$ cat src/rtl/fp_pkg.sv
// Shared floating-point types and helpers for the pipelined adder.
// Latency: none (types and constant functions only).
// Backpressure: not applicable.
package fp_pkg;

    typedef enum logic [1:0] {
        FP_ZERO,
        FP_NORM,
        FP_INF,
        FP_NAN
    } fp_class_t;

    localparam int FLG_INV = 2;
    localparam int FLG_OVF = 1;
    localparam int FLG_UDF = 0;

    function automatic int fp_bias(input int e);
        return (1 << (e - 1)) - 1;
    endfunction

    // Subnormals fold into ZERO: the adder flushes them on input.
    function automatic fp_class_t fp_classify(input logic e_zero, input logic e_ones,
                                              input logic m_zero);
        if (e_zero)
            return FP_ZERO;
        else if (e_ones)
            return m_zero ? FP_INF : FP_NAN;
        else
            return FP_NORM;
    endfunction

    function automatic int fp_lzc_width(input int w);
        int p;
        p = 1;
        for (int i = 0; i < 32; i++)
            if (p < w) p = p * 2;
        return p;
    endfunction

endpackage

$ cat src/rtl/lzc.sv
// Leading-zero counter over a power-of-two wide vector; all-zero input returns W.
// Latency: combinational.
// Backpressure: not applicable.
module lzc #(
    parameter int W  = 16,
    parameter int CW = $clog2(W) + 1
) (
    input  logic [W-1:0]  in_i,
    output logic [CW-1:0] cnt_o
);

    always_comb begin
        cnt_o = CW'(W);
        for (int i = 0; i < W; i++)
            if (in_i[i]) cnt_o = CW'(W - 1 - i);
    end

endmodule

$ cat src/rtl/fp_add_pipe.sv
// Pipelined (E,M) floating-point adder z = a + b, DAZ/FTZ; FP_ADD_RNE_EN selects RNE, else RTZ.
// Latency: 3 cycles, throughput 1/cycle.
// Backpressure: global stall, all stages hold while valid_o & ~ready_i; ready_o = ~valid_o | ready_i.
module fp_add_pipe
    import fp_pkg::*;
#(
    parameter int E = 8,
    parameter int M = 7
) (
    input  logic         clk,
    input  logic         rst,
    input  logic         valid_i,
    output logic         ready_o,
    input  logic         sa_i,
    input  logic [E-1:0] ea_i,
    input  logic [M-1:0] ma_i,
    input  logic         sb_i,
    input  logic [E-1:0] eb_i,
    input  logic [M-1:0] mb_i,
    output logic         valid_o,
    input  logic         ready_i,
    output logic         s_o,
    output logic [E-1:0] e_o,
    output logic [M-1:0] m_o,
    output logic [2:0]   flags_o
);

    localparam int W   = M + 4;
    localparam int LW  = fp_lzc_width(W);
    localparam int LCW = $clog2(LW) + 1;
    localparam int XW  = E + 2;
    localparam logic [E-1:0]          EONES = '1;
    localparam logic [E-1:0]          DMAX  = E'(W);
    localparam logic signed [XW-1:0]  XMAX  = XW'((1 << E) - 1);
    localparam logic [E+M:0]          QNAN  = {1'b0, {E{1'b1}}, 1'b1, {(M-1){1'b0}}};

    typedef struct packed {
        logic         vld;
        logic         sx;
        logic         sub;
        logic [E-1:0] ex;
        logic [E-1:0] d;
        logic [M:0]   mx;
        logic [M:0]   my;
        logic         spec;
        logic [E+M:0] spec_val;
        logic [2:0]   spec_flg;
    } s1_t;

    typedef struct packed {
        logic           vld;
        logic           sx;
        logic [E-1:0]   ex;
        logic [W:0]     sum;
        logic [LCW-1:0] lz;
        logic           spec;
        logic [E+M:0]   spec_val;
        logic [2:0]     spec_flg;
    } s2_t;

    s1_t s1_d, s1_q;
    s2_t s2_d, s2_q;
    logic         vo_q, so_q, so_d;
    logic [E-1:0] eo_q, eo_d;
    logic [M-1:0] mo_q, mo_d;
    logic [2:0]   fo_q, fo_d;
    logic         en;

    assign en      = ~vo_q | ready_i;
    assign ready_o = en;
    assign valid_o = vo_q;
    assign s_o     = so_q;
    assign e_o     = eo_q;
    assign m_o     = mo_q;
    assign flags_o = fo_q;

    // Stage 1: classify, order by magnitude, exponent difference, special results.
    fp_class_t      ca, cb;
    logic [E+M-1:0] mag_a, mag_b;
    logic [M:0]     fa, fb;
    logic           a_big, inf_inf;

    always_comb begin
        ca      = fp_classify(ea_i == '0, ea_i == EONES, ma_i == '0);
        cb      = fp_classify(eb_i == '0, eb_i == EONES, mb_i == '0);
        mag_a   = (ca == FP_NORM) ? {ea_i, ma_i} : '0;
        mag_b   = (cb == FP_NORM) ? {eb_i, mb_i} : '0;
        fa      = {ca == FP_NORM, mag_a[M-1:0]};
        fb      = {cb == FP_NORM, mag_b[M-1:0]};
        a_big   = mag_a >= mag_b;
        inf_inf = (ca == FP_INF) && (cb == FP_INF) && (sa_i != sb_i);
        s1_d     = '0;
        s1_d.vld = valid_i;
        s1_d.sub = sa_i ^ sb_i;
        if (a_big) begin
            s1_d.sx = sa_i;
            s1_d.ex = mag_a[E+M-1:M];
            s1_d.d  = mag_a[E+M-1:M] - mag_b[E+M-1:M];
            s1_d.mx = fa;
            s1_d.my = fb;
        end else begin
            s1_d.sx = sb_i;
            s1_d.ex = mag_b[E+M-1:M];
            s1_d.d  = mag_b[E+M-1:M] - mag_a[E+M-1:M];
            s1_d.mx = fb;
            s1_d.my = fa;
        end
        if (ca == FP_NAN || cb == FP_NAN || inf_inf) begin
            s1_d.spec     = 1'b1;
            s1_d.spec_val = QNAN;
            s1_d.spec_flg = {inf_inf, 2'b00};
        end else if (ca == FP_INF) begin
            s1_d.spec     = 1'b1;
            s1_d.spec_val = {sa_i, EONES, {M{1'b0}}};
        end else if (cb == FP_INF) begin
            s1_d.spec     = 1'b1;
            s1_d.spec_val = {sb_i, EONES, {M{1'b0}}};
        end else if (ca == FP_ZERO && cb == FP_ZERO) begin
            s1_d.spec     = 1'b1;
            s1_d.spec_val = {sa_i & sb_i, {(E+M){1'b0}}};
        end
    end

    // Stage 2: align the smaller operand with sticky jam, add/sub, count leading zeros.
    logic [2*W-1:0] sh;
    logic [W-1:0]   mx_e, al;
    logic [LW-1:0]  lz_in;
    logic [LCW-1:0] lz_cnt;

    always_comb begin
        mx_e = {s1_q.mx, 3'b000};
        sh   = {s1_q.my, 3'b000, {W{1'b0}}} >> s1_q.d;
        if (s1_q.d >= DMAX) begin
            al = {{(W-1){1'b0}}, |s1_q.my};
        end else begin
            al    = sh[2*W-1:W];
            al[0] = al[0] | (|sh[W-1:0]);
        end
        s2_d          = '0;
        s2_d.vld      = s1_q.vld;
        s2_d.sx       = s1_q.sx;
        s2_d.ex       = s1_q.ex;
        s2_d.sum      = s1_q.sub ? ({1'b0, mx_e} - {1'b0, al}) : ({1'b0, mx_e} + {1'b0, al});
        s2_d.lz       = lz_cnt;
        s2_d.spec     = s1_q.spec;
        s2_d.spec_val = s1_q.spec_val;
        s2_d.spec_flg = s1_q.spec_flg;
        lz_in         = LW'(s2_d.sum[W-1:0]) << (LW - W);
    end

    lzc #(.W(LW), .CW(LCW)) u_lzc (
        .in_i  (lz_in),
        .cnt_o (lz_cnt)
    );

    // Stage 3: normalise, round, detect range limits, apply special overrides.
    logic [W-1:0]           n;
    logic signed [XW-1:0]   xe, xr;
    logic [M+1:0]           mant_r;
    logic [M-1:0]           mfin;
    logic                   inc;

    always_comb begin
        if (s2_q.sum[W]) begin
            n    = s2_q.sum[W:1];
            n[0] = n[0] | s2_q.sum[0];
            xe   = XW'(s2_q.ex) + XW'(1);
        end else begin
            n  = s2_q.sum[W-1:0] << s2_q.lz;
            xe = XW'(s2_q.ex) - XW'(s2_q.lz);
        end
`ifdef FP_ADD_RNE_EN
        inc = n[2] & (n[1] | n[0] | n[3]);
`else
        inc = 1'b0;
`endif
        mant_r = (M+2)'({1'b0, n} >> 3) + (M+2)'(inc);
        if (mant_r[M+1]) begin
            xr   = xe + XW'(1);
            mfin = mant_r[M:1];
        end else begin
            xr   = xe;
            mfin = mant_r[M-1:0];
        end
        so_d = s2_q.sx;
        eo_d = xr[E-1:0];
        mo_d = mfin;
        fo_d = 3'b000;
        if (s2_q.spec) begin
            {so_d, eo_d, mo_d} = s2_q.spec_val;
            fo_d               = s2_q.spec_flg;
        end else if (s2_q.sum == '0) begin
            {so_d, eo_d, mo_d} = '0;
        end else if (xe <= 0) begin
            eo_d          = '0;
            mo_d          = '0;
            fo_d[FLG_UDF] = 1'b1;
        end else if (xr >= XMAX) begin
`ifdef FP_ADD_RNE_EN
            eo_d = EONES;
            mo_d = '0;
`else
            eo_d = EONES - E'(1);
            mo_d = '1;
`endif
            fo_d[FLG_OVF] = 1'b1;
        end
    end

    always_ff @(posedge clk) begin
        if (rst) begin
            s1_q.vld <= 1'b0;
            s2_q.vld <= 1'b0;
            vo_q     <= 1'b0;
            so_q     <= 1'b0;
            eo_q     <= '0;
            mo_q     <= '0;
            fo_q     <= '0;
        end else if (en) begin
            s1_q <= s1_d;
            s2_q <= s2_d;
            vo_q <= s2_q.vld;
            so_q <= so_d;
            eo_q <= eo_d;
            mo_q <= mo_d;
            fo_q <= fo_d;
        end
    end

endmodule

$ cat config.mk
export PLATFORM = sky130hd
export DESIGN_NAME = fp_add_pipe
export DESIGN_NICKNAME = d
export VERILOG_FILES = /design/src/rtl/fp_pkg.sv /design/src/rtl/lzc.sv /design/src/rtl/fp_add_pipe.sv
export SDC_FILE = /design/constraint.sdc
export NUM_CORES = 1
export LEC_CHECK = 0
export CELL_PAD_IN_SITES_DETAIL_PLACEMENT = 1
export CELL_PAD_IN_SITES_GLOBAL_PLACEMENT = 1
export CORE_ASPECT_RATIO = 2
export CORE_UTILIZATION = 47
export CTS_BUF_LIST = sky130_fd_sc_hd__clkbuf_8
export DETAILED_ROUTE_END_ITERATION = 7
export PLACE_DENSITY_LB_ADDON = 0.1
export SLEW_MARGIN = 40
export SYNTH_ARGS = -nofsm -noshare
export SYNTH_HDL_FRONTEND = slang
export SYNTH_SLANG_ARGS = --single-unit
$ cat constraint.sdc
create_clock -name clk -period 6.34 [get_ports clk]
set_input_delay 1.902 -clock clk [delete_from_list [all_inputs] [get_ports clk]]
set_output_delay 1.902 -clock clk [all_outputs]
set_load 0.02 [all_outputs]
==> impl_results.md, run 1 <==
- IO Count: 57
- Post-CTS setup buffers: 0
- Critical path startpoint category: primary input
- Initial antenna violation count: 0
- Num Clock Sinks: 92
- Hold crit path type: reg2reg
- P_leak: 0.003180 uW
- Final worst-path cycle share: 88.76%
- N_diodes: 0
- Root Buffer: clkbuf_8
- Crit Path Category: in2reg
- Setup crit end kind: flip-flop
- Top-count cell post-synth: nand2_1
- Cell area power density: 219.9 mW/mm^2
- Period minus WS final: 5627 ps
- Achievable Freq: 0.1777 GHz
- Largest net degree at the start of global routing: 39
- Number of max-cap violations: 0
- Proportion of layout cells with a drive suffix above 1: 5.959%
- Arrival time at the worst endpoint: 5760 ps
- Area delta synth->final: 13.79%
- Avg Inst Size Synth: 8.739 um^2
- Post-synth top area share: 30.41%
- Die height: 173.5 um
- Routed via count: 6375
- Initial drt markers: 255
- Most used DFF post-synth: edfxtp_1
- Fin Setup TNS: 0 ps
- Gr usage total: 28.50%
- Die W: 87.76 um
- Number of synthesized flops with an enable pin: 70
- Most used cell, CP: o21a_1
- Core Box Area: 0.01435 mm^2
- Worst-path fanout max: 38
- WL/cell: 20.38 um
- FP Rows: 62
- FF+latch area: 0.002542 mm^2
- Syn. warnings: 0
- Leading area contributor after synthesis: edfxtp_1
- Max incr delay on CP: 550 ps
- Starting density of the core: 48.17%
- VDD IR max: 0.09263 mV
- Fill cell count: 1691
- Mapped Cells: 791
- Netlist cell types: 66
- Detail Placement HPWL: 16.99 mm
- CP max stage cell: or2_2
- H-Tree Depth: 3
- First-pass GRT wire length: 33.16 mm
- Antenna viol nets, final: 0
- GPL Wtd Cong: 0.9044
- Status: finished clean
- RSZ-0062 raised after global routing: false
- Finished Layout Cells: 1031
- # hold bufs at CTS: 0
- DR vias/cell: 6.183
- I/O Buffers: 56
- Vias in the first global route: 6715
- Resized Gates After CTS: 0
- Nets: 921
- R2R setup slack: 1770 ps
- DRC Markers: 0
- Endpoints failing setup: 0
- Drt pass-1 iters: 7
- Max-slew violation count: 0
- Syn Nets: 878
- Clock transition at path regs: 100 ps
- WP data required: 6470 ps
- Critical Path Start: eb_i[7]
- Area of the mapped netlist: 0.006913 mm^2
- Synth top area cells: edfxtp_1 30%, ha_1 8.5%, dfxtp_1 6.4%
- Slew at the pin closest to its max-slew limit: 829.0 ps
- Synth cell count leaders: 97 x nand2_1, 70 x edfxtp_1, 61 x nor2_1
- Clock Tree Buf Depth: 2
- Worst Skew: 11.31 ps
- # placed instances: 1014
- Final hold vios: 0
- Cell Chain, Critical Path: clkdlybuf4s50_1 -> nand4_1 -> or2_2 -> and2_1 -> nand2_1 -> ha_1 -> nor2b_1 -> o21a_1 -> o21a_1 -> o211ai_1 -> a21oi_1 -> o21a_1 -> or2_2 -> o221ai_1 -> xor2_1
- Final wirelength: 21.01 mm
- CTS tree: yes
- Ys async rst share: 0%
- Reg2reg start: s1_q[36]$_DFFE_PP_
- Reg2Reg Capture Point: s2_q[24]$_SDFFCE_PP0P_
- Die Area: 0.01523 mm^2
- R2R depth: 16
- FF+latch count, synth: 92
- Global route overflow: 0
- CP Capture Point: s1_q[41]$_DFFE_PP_
- TritonCTS Buffers: 9
- Sequential-to-total area share from yosys stat: 36.78%
- Clock Latency Late Sink: 390 ps
- Area used by multi-input combinational logic: 0.004020 mm^2
- Worst relative slew slack: 44.53%
==> layer usage <==
metal / GRT usage [%] / part of all wire [%] / vias up
met2: 56.75 / 59 / 191
li1: - / - / 3004
met3: 3.381 / 2.3 / 72
met4: 16.80 / 5.4 / 0
met1: 25.61 / 33 / 3108
met5: 0 / 0 / -
==> flip-flops by register name (all words and copies together) (netlist names) <==
| name | count |
|---|---|
| s1_q | 32 |
| s2_q | 32 |
| e_o | 8 |
| mx_e | 8 |
| m_o | 7 |
| flags_o | 3 |
| s_o | 1 |
| valid_o | 1 |
==> metrics by stage <==
stage               hold WS (ps)  cell area (um^2)  setup slack (ps)  utilization (%)  power, uW
floorplan                  400.3              6913             758.3                -       1120
global placement           401.9              7645             460.8            53.27       1266
detailed placement         407.0              7645             311.5            53.27       1293
CTS                        431.1              7855             738.8            54.73       1733
global route               441.3              7866             516.0            54.81       1814
finish                     430.4              7866             712.8            54.81       1730
==> cell families (layout without fill, tap and decap cells) <==
family | Yosys count | after routing | synth area share, %
buf+inv | 93 | 141 | 5.177
compound gates | 216 | 216 | 20.83
xor+xnor | 17 | 17 | 2.154
fa+ha+maj | 51 | 51 | 9.665
simple gates | 293 | 293 | 20.71
mux | 29 | 29 | 4.688
flops | 92 | 92 | 36.78
==> worst max-delay path: cells and delay by family <==
kind | cells | cell delay [ps]
xor+xnor | 1 | 120
simple gates | 6 | 1640
compound gates | 6 | 1280
fa+ha+maj | 1 | 250
buf+inv | 1 | 530
==> power breakdown <==
| part | total, uW | switching [uW] | internal, uW |
|---|---|---|---|
| logic | 503 | 297 | 206 |
| clock network | 441 | 221 | 220 |
| registers | 787 | 68.3 | 718 |
==> worst min path at each step <==
stage                                start            endpoint  slack, ps  cells after the start
detailed placement      s1_q[44]$_DFFE_PP_  s2_q[37]$_DFFE_PP_        410                      0
finish                  s1_q[44]$_DFFE_PP_  s2_q[37]$_DFFE_PP_        430                      0
global route            s1_q[44]$_DFFE_PP_  s2_q[37]$_DFFE_PP_        440                      0
floorplan           s1_q[16]$_SDFFCE_PP1P_  s2_q[17]$_DFFE_PP_        400                      0
global placement    s1_q[19]$_SDFFCE_PP1P_  s2_q[19]$_DFFE_PP_        400                      0
CTS                     s1_q[44]$_DFFE_PP_  s2_q[37]$_DFFE_PP_        430                      0
==> layout make-up <==
cell class | instances | share of cell area [%]
repair buffers | 64 | 7.937
flip-flops and latches | 92 | 32.32
multi-input cells | 606 | 51.11
clock inverters | 7 | 1.098
well taps | 192 | 3.054
inverters | 61 | 2.911
clock buffers | 9 | 1.575
==> cell usage in the layout (no fill, tap or decap), drive strengths merged, types with 10 or more instances in the layout <==
cell           synthesis  final
clkdlybuf4s50          0     56
nor3                  25     25
inv                   59     64
ha                    47     47
o21a                  10     10
o21ai                 49     49
nand4                 10     10
edfxtp                70     70
a221oi                10     10
a21oi                 49     49
xnor2                 11     11
dfxtp                 22     22
a21o                  11     11
or3                   10     10
and3                  14     14
nor4                  17     17
nand3                 19     19
o22ai                 10     10
nor2                  61     61
nand2                 97     97
mux2i                 20     20
Power figures use the tool's default switching activity.
==> run 2: changes to the inputs <==
Settings changed: CORE_MARGIN from default to 8, MAX_ROUTING_LAYER from default to met4.
==> run 2 against run 1 <==
Against the previous run: clock-buffer cell count unchanged; sequential share of layout area up 0.23 points; highest routed layer unchanged; register-to-register slack worse by 610 ps; first-iteration DRC count up 7.1%; clock skew up 8.9 ps; total power down 3.7%; hold slack better by 11 ps; non-clock buffer count down 3; critical path depth unchanged; fmax down 0.86%; sequential power about the same; setup slack worse by 49 ps; critical endpoint is now s1_q[25]$_DFFE_PP_.
==> impl_results.md, run 2 (synthesis results as in run 1) <==
- Status: finished clean
- Proportion of layout cells with a drive suffix above 1: 5.981%
- Clock Tree Buf Depth: 2
- Area delta synth->final: 13.00%
- DP Area: 0.007630 mm^2
- Most frequent cells in the layout: 97 x nand2_1, 70 x edfxtp_1, 59 x inv_1, 59 x nor2_1, 56 x clkdlybuf4s50_1
- Die height: 187.5 um
- CTS tree: yes
- GPL Wtd Cong: 0.9128
- Most common cell after layout, fill and taps aside: nand2_1
- Comb pwr share: 29.8%
- PnR worst setup slack: 663.9 ps
- Fin Setup TNS: 0 ps
- Clock Latency Late Sink: 380 ps
- Final wirelength: 21.59 mm
- Area used by multi-input combinational logic: 0.004023 mm^2
- TritonCTS Buffers: 9
- FF+latch area: 0.002542 mm^2
- Starting density of the core: 48.17%
- Clock power share: 22.8%
- Drt pass-1 iters: 5
- Num Clock Sinks: 92
- Cell internal pwr: 1069 uW
- Largest net degree at the start of global routing: 71
- WL/cell: 21.00 um
- Global route overflow: 0
- Resized Gates After CTS: 0
- DRC Markers: 0
- # hold bufs at CTS: 0
- Cell area power density: 213.3 mW/mm^2
- First-pass GRT wire length: 34.96 mm
- Crit Path Category: in2reg
- Clock transition at path regs: 110 ps
- Post-CTS setup buffers: 0
- Initial drt markers: 273
- Endpoints failing setup: 0
- RSZ-0062 raised after global routing: false
- Die W: 101.8 um
- Pre-CTS setup slack: 337.8 ps
- Regs by FF count: s1_q x32, s2_q x32
- Arrival time at the worst endpoint: 5770 ps
- Nets: 918
- IO Count: 57
- Routed via count: 6329
- Hold WS: 441.2 ps
- Sequential power share: 47.4%
- I/O Buffers: 56
- Number of max-cap violations: 0
- Period minus WS final: 5676 ps
- Vias in the first global route: 7034
- Worst relative slew slack: 45.69%
- Core Box Area: 0.01435 mm^2
- Initial antenna violation count: 0
- Worst Skew: 20.24 ps
- Final Cell Area: 0.007811 mm^2
- N_diodes: 0
- Sw Share: 35.82%
- Achievable Freq: 0.1762 GHz
- Fill cell count: 1688
- Setup crit end kind: flip-flop
- Die Area: 0.01908 mm^2
- P_leak: 0.003141 uW
- Antenna viol nets, final: 0
- Net Switching: 596.8 uW
- FP Rows: 62
- Slew at the pin closest to its max-slew limit: 814.6 ps
- VDD IR max: 0.09486 mV
- Max-slew violation count: 0
- H-Tree Depth: 3
- Critical path startpoint category: primary input
- Final Power: 1666 uW
- WP data required: 6430 ps
- Final hold vios: 0
- DR vias/cell: 6.157
- Final worst-path cycle share: 89.53%
- Hold crit path type: reg2reg
- Root Buffer: clkbuf_8
- Gr usage total: 23.95%
- Detail Placement HPWL: 17.53 mm
- Worst-path fanout max: 14
[run 2: cell count changes in the layout (fill, tap and decap cells not counted)]
cell / change
inv_8: +1
inv_1: -2
clkinv_4: +1
clkinvlp_4: +1
buf_4: -3
nor2_2: +1
bufinv_16: -2
nor2_1: -1
clkinv_2: +1
[run 2: layer usage]
| metal | track usage (%) | part of all wire, % |
|---|---|---|
| met3 | 2.523 | 2.5 |
| met1 | 20.00 | 32 |
| met5 | - | 0 |
| met2 | 46.95 | 60 |
| met4 | 14.85 | 5.7 |
[run 2: final cells by class]
class	count	share of cell area [%]
tap	192	3.075
clock inverter	7	0.6567
clock buffer	9	1.586
inverter	61	2.931
sequential	92	32.55
timing repair buffer	61	7.705
multi-input combinational	606	51.50
[run 2: critical path, stage by stage]
cell and delay [ps]:
clkdlybuf4s50_1 530, nand4_1 110, or2_2 420, and2_1 300
nand2_1 170, ha_1 260, nor2b_1 140, o21a_1 160
o21a_1 170, o211ai_1 230, a21oi_1 140, o21a_1 250
nor2_1 510, buf_4 310, o21ai_0 160
[run 2: final timing paths]
kind                       from                endpoint  slack (ps)  depth (start not counted)
max                     eb_i[7]      s1_q[25]$_DFFE_PP_         660                         15
max reg2reg  s1_q[36]$_DFFE_PP_  s2_q[24]$_SDFFCE_PP0P_        1160                         15
min reg2reg  s1_q[45]$_DFFE_PP_      s2_q[38]$_DFFE_PP_         440                          0
min          s1_q[45]$_DFFE_PP_      s2_q[38]$_DFFE_PP_         440                          0
[run 2: power by group through the flow]
stage               logic, uW  registers [uW]  clock network, uW
floorplan                 345             775                  0
global placement          470             797                  0
detailed placement        492             803                  0
CTS                       496             789                383
global route              549             798                400
finish                    497             790                379
[run 2: per-stage QoR]
| stage | cells | util, % |
|---|---|---|
| after detailed placement | 1012 | 53.16 |
| after floorplan | 791 | - |
| after global placement | 1012 | 53.16 |
| after CTS | 1028 | 54.39 |
| final | 1028 | 54.43 |
| after global routing | 1028 | 54.43 |
==> run 3: changes to the inputs <==
Settings changed: ABC_CLOCK_PERIOD_IN_PS from default to 6340, GPL_TIMING_DRIVEN from default to 0.
==> run 3 against run 2 <==
Against the previous run: clock skew is 2.7 ps higher; clock-buffer cell count unchanged; non-clock buffer count up 29; sequential share of layout area down 0.74 points; first-iteration DRC count is 14% lower; largest cell class unchanged; total power grew 3.6%.
==> impl_results.md, run 3 (synthesis results as in run 1) <==
- Status: finished clean
- DRC Markers: 0
- Arrival time at the worst endpoint: 6210 ps
- Routed via count: 6447
- Area delta synth->final: 15.64%
- N_diodes: 0
- Post-CTS setup buffers: 0
- FP Rows: 62
- Gr usage total: 25.38%
- Cell area power density: 216.0 mW/mm^2
- H-Tree Depth: 3
- Core Box Area: 0.01435 mm^2
- WP data required: 6540 ps
- Max-slew violation count: 0
- R2R setup slack: 1610 ps
- Final wirelength: 22.91 mm
- Clock Latency Late Sink: 400 ps
- Die height: 187.5 um
- Die Area: 0.01908 mm^2
- Proportion of layout cells with a drive suffix above 1: 6.705%
- Final core occ: 55.70%
- Largest net degree at the start of global routing: 23
- FF+latch area: 0.002542 mm^2
- Die W: 101.8 um
- Global route overflow: 0
- Worst-path fanout max: 11
- Initial drt markers: 235
- RSZ-0062 raised after global routing: false
- First-pass GRT wire length: 36.40 mm
- Antenna viol nets, final: 0
- Slew at the pin closest to its max-slew limit: 815.9 ps
- CTS tree: yes
- Area used by multi-input combinational logic: 0.004023 mm^2
- I/O Buffers: 56
- Clock Tree Buf Depth: 2
- Number of max-cap violations: 0
- Regs by FF count: s1_q x32, s2_q x32
- Worst relative slew slack: 45.24%
- GPL Wtd Cong: 0.9280
- P_leak: 0.003221 uW
- # hold bufs at CTS: 0
- Hold crit path type: reg2reg
- Setup crit end kind: flip-flop
- WL/cell: 21.68 um
- Fill cell count: 1752
- Worst Skew: 22.94 ps
- Final worst-path cycle share: 94.83%
- Clock transition at path regs: 110 ps
- DR vias/cell: 6.099
- Nets: 947
- TritonCTS Buffers: 9
- Final hold vios: 0
- IO Count: 57
- Vias in the first global route: 7114
- Endpoints failing setup: 0
- Crit Path Category: in2reg
- Critical path startpoint category: primary input
- Period minus WS final: 6012 ps
- Achievable Freq: 0.1663 GHz
- Num Clock Sinks: 92
- Most common cell after layout, fill and taps aside: nand2_1
- Drt pass-1 iters: 4
- Initial antenna violation count: 0
- VDD IR max: 0.1100 mV
- Most frequent cells in the layout: 97 x nand2_1, 70 x edfxtp_1, 59 x inv_1, 59 x nor2_1, 56 x clkdlybuf4s50_1
- Hold WS: 416.2 ps
- Starting density of the core: 48.17%
- Root Buffer: clkbuf_8
- Detail Placement HPWL: 19.10 mm
-- run 3: where the power goes --
| part | switching (uW) | internal [uW] | leakage (uW) | total [uW] |
|---|---|---|---|---|
| clock network | 233 | 185 | 0.000102 | 417 |
| logic | 332 | 214 | 0.00225 | 546 |
| registers | 45.8 | 718 | 0.000866 | 764 |
| total | 610 | 1120 | 0.00322 | 1730 |
-- run 3: path summary, 6_finish.rpt --
path | end | startpoint | depth (start not counted)
max | s1_q[47]$_DFFE_PP_ | ea_i[2] | 17
min reg2reg | s2_q[41]$_DFFE_PP_ | s1_q[48]$_DFFE_PP_ | 0
min | s2_q[41]$_DFFE_PP_ | s1_q[48]$_DFFE_PP_ | 0
max reg2reg | s2_q[24]$_SDFFCE_PP0P_ | s1_q[42]$_DFFE_PP_ | 13
-- run 3: worst max-delay path: stages --
cell and delay, ps:
clkdlybuf4s50_1 460, nand4_1 110, or2_2 110, clkbuf_1 350, clkbuf_2 320, nand2_1 120, ha_1 300, clkbuf_1 350
and4_1 350, and4_1 260, nand2_1 100, a21oi_1 320, o21a_1 250, or2_2 290, clkbuf_2 340, nand2_1 110
o21ai_0 150
-- run 3: final cells by class --
type	count	share of cell area, %
Buffer	31	1.643
Clock buffer	9	1.550
Clock inverter	7	0.9235
Inverter	61	2.864
Multi-Input combinational cell	606	50.32
Sequential cell	92	31.80
Tap cell	192	3.005
Timing Repair Buffer	59	7.889
-- run 3: timing repair --
item | in CTS | in global routing
pin swaps | 0 | 0
gates resized for setup | 3 | 6
endpoints found under the setup margin | 23 | 23
-- run 3: stage by stage --
| stage | power (uW) | instances | TNS [ps] | worst slack [ps] | instance area (um^2) |
|---|---|---|---|---|---|
| after floorplan | 1120 | 791 | 0 | 758.3 | 6913 |
| after global placement | 1285 | 1039 | -70390 | -829.5 | 7714 |
| after detailed placement | 1317 | 1042 | -15160 | -713.7 | 7791 |
| after CTS | 1731 | 1057 | 0 | 69.47 | 7990 |
| after global routing | 1805 | 1057 | 0 | 65.13 | 7994 |
| final | 1727 | 1057 | 0 | 327.8 | 7994 |
-- run 3: per-layer routing --
metal	track usage, %	up-vias	wire [um]
met5	-	-	0
met4	15.02	0	1158
met3	3.525	74	577
met2	50.90	143	14000
met1	19.93	3169	7175
li1	-	3061	-
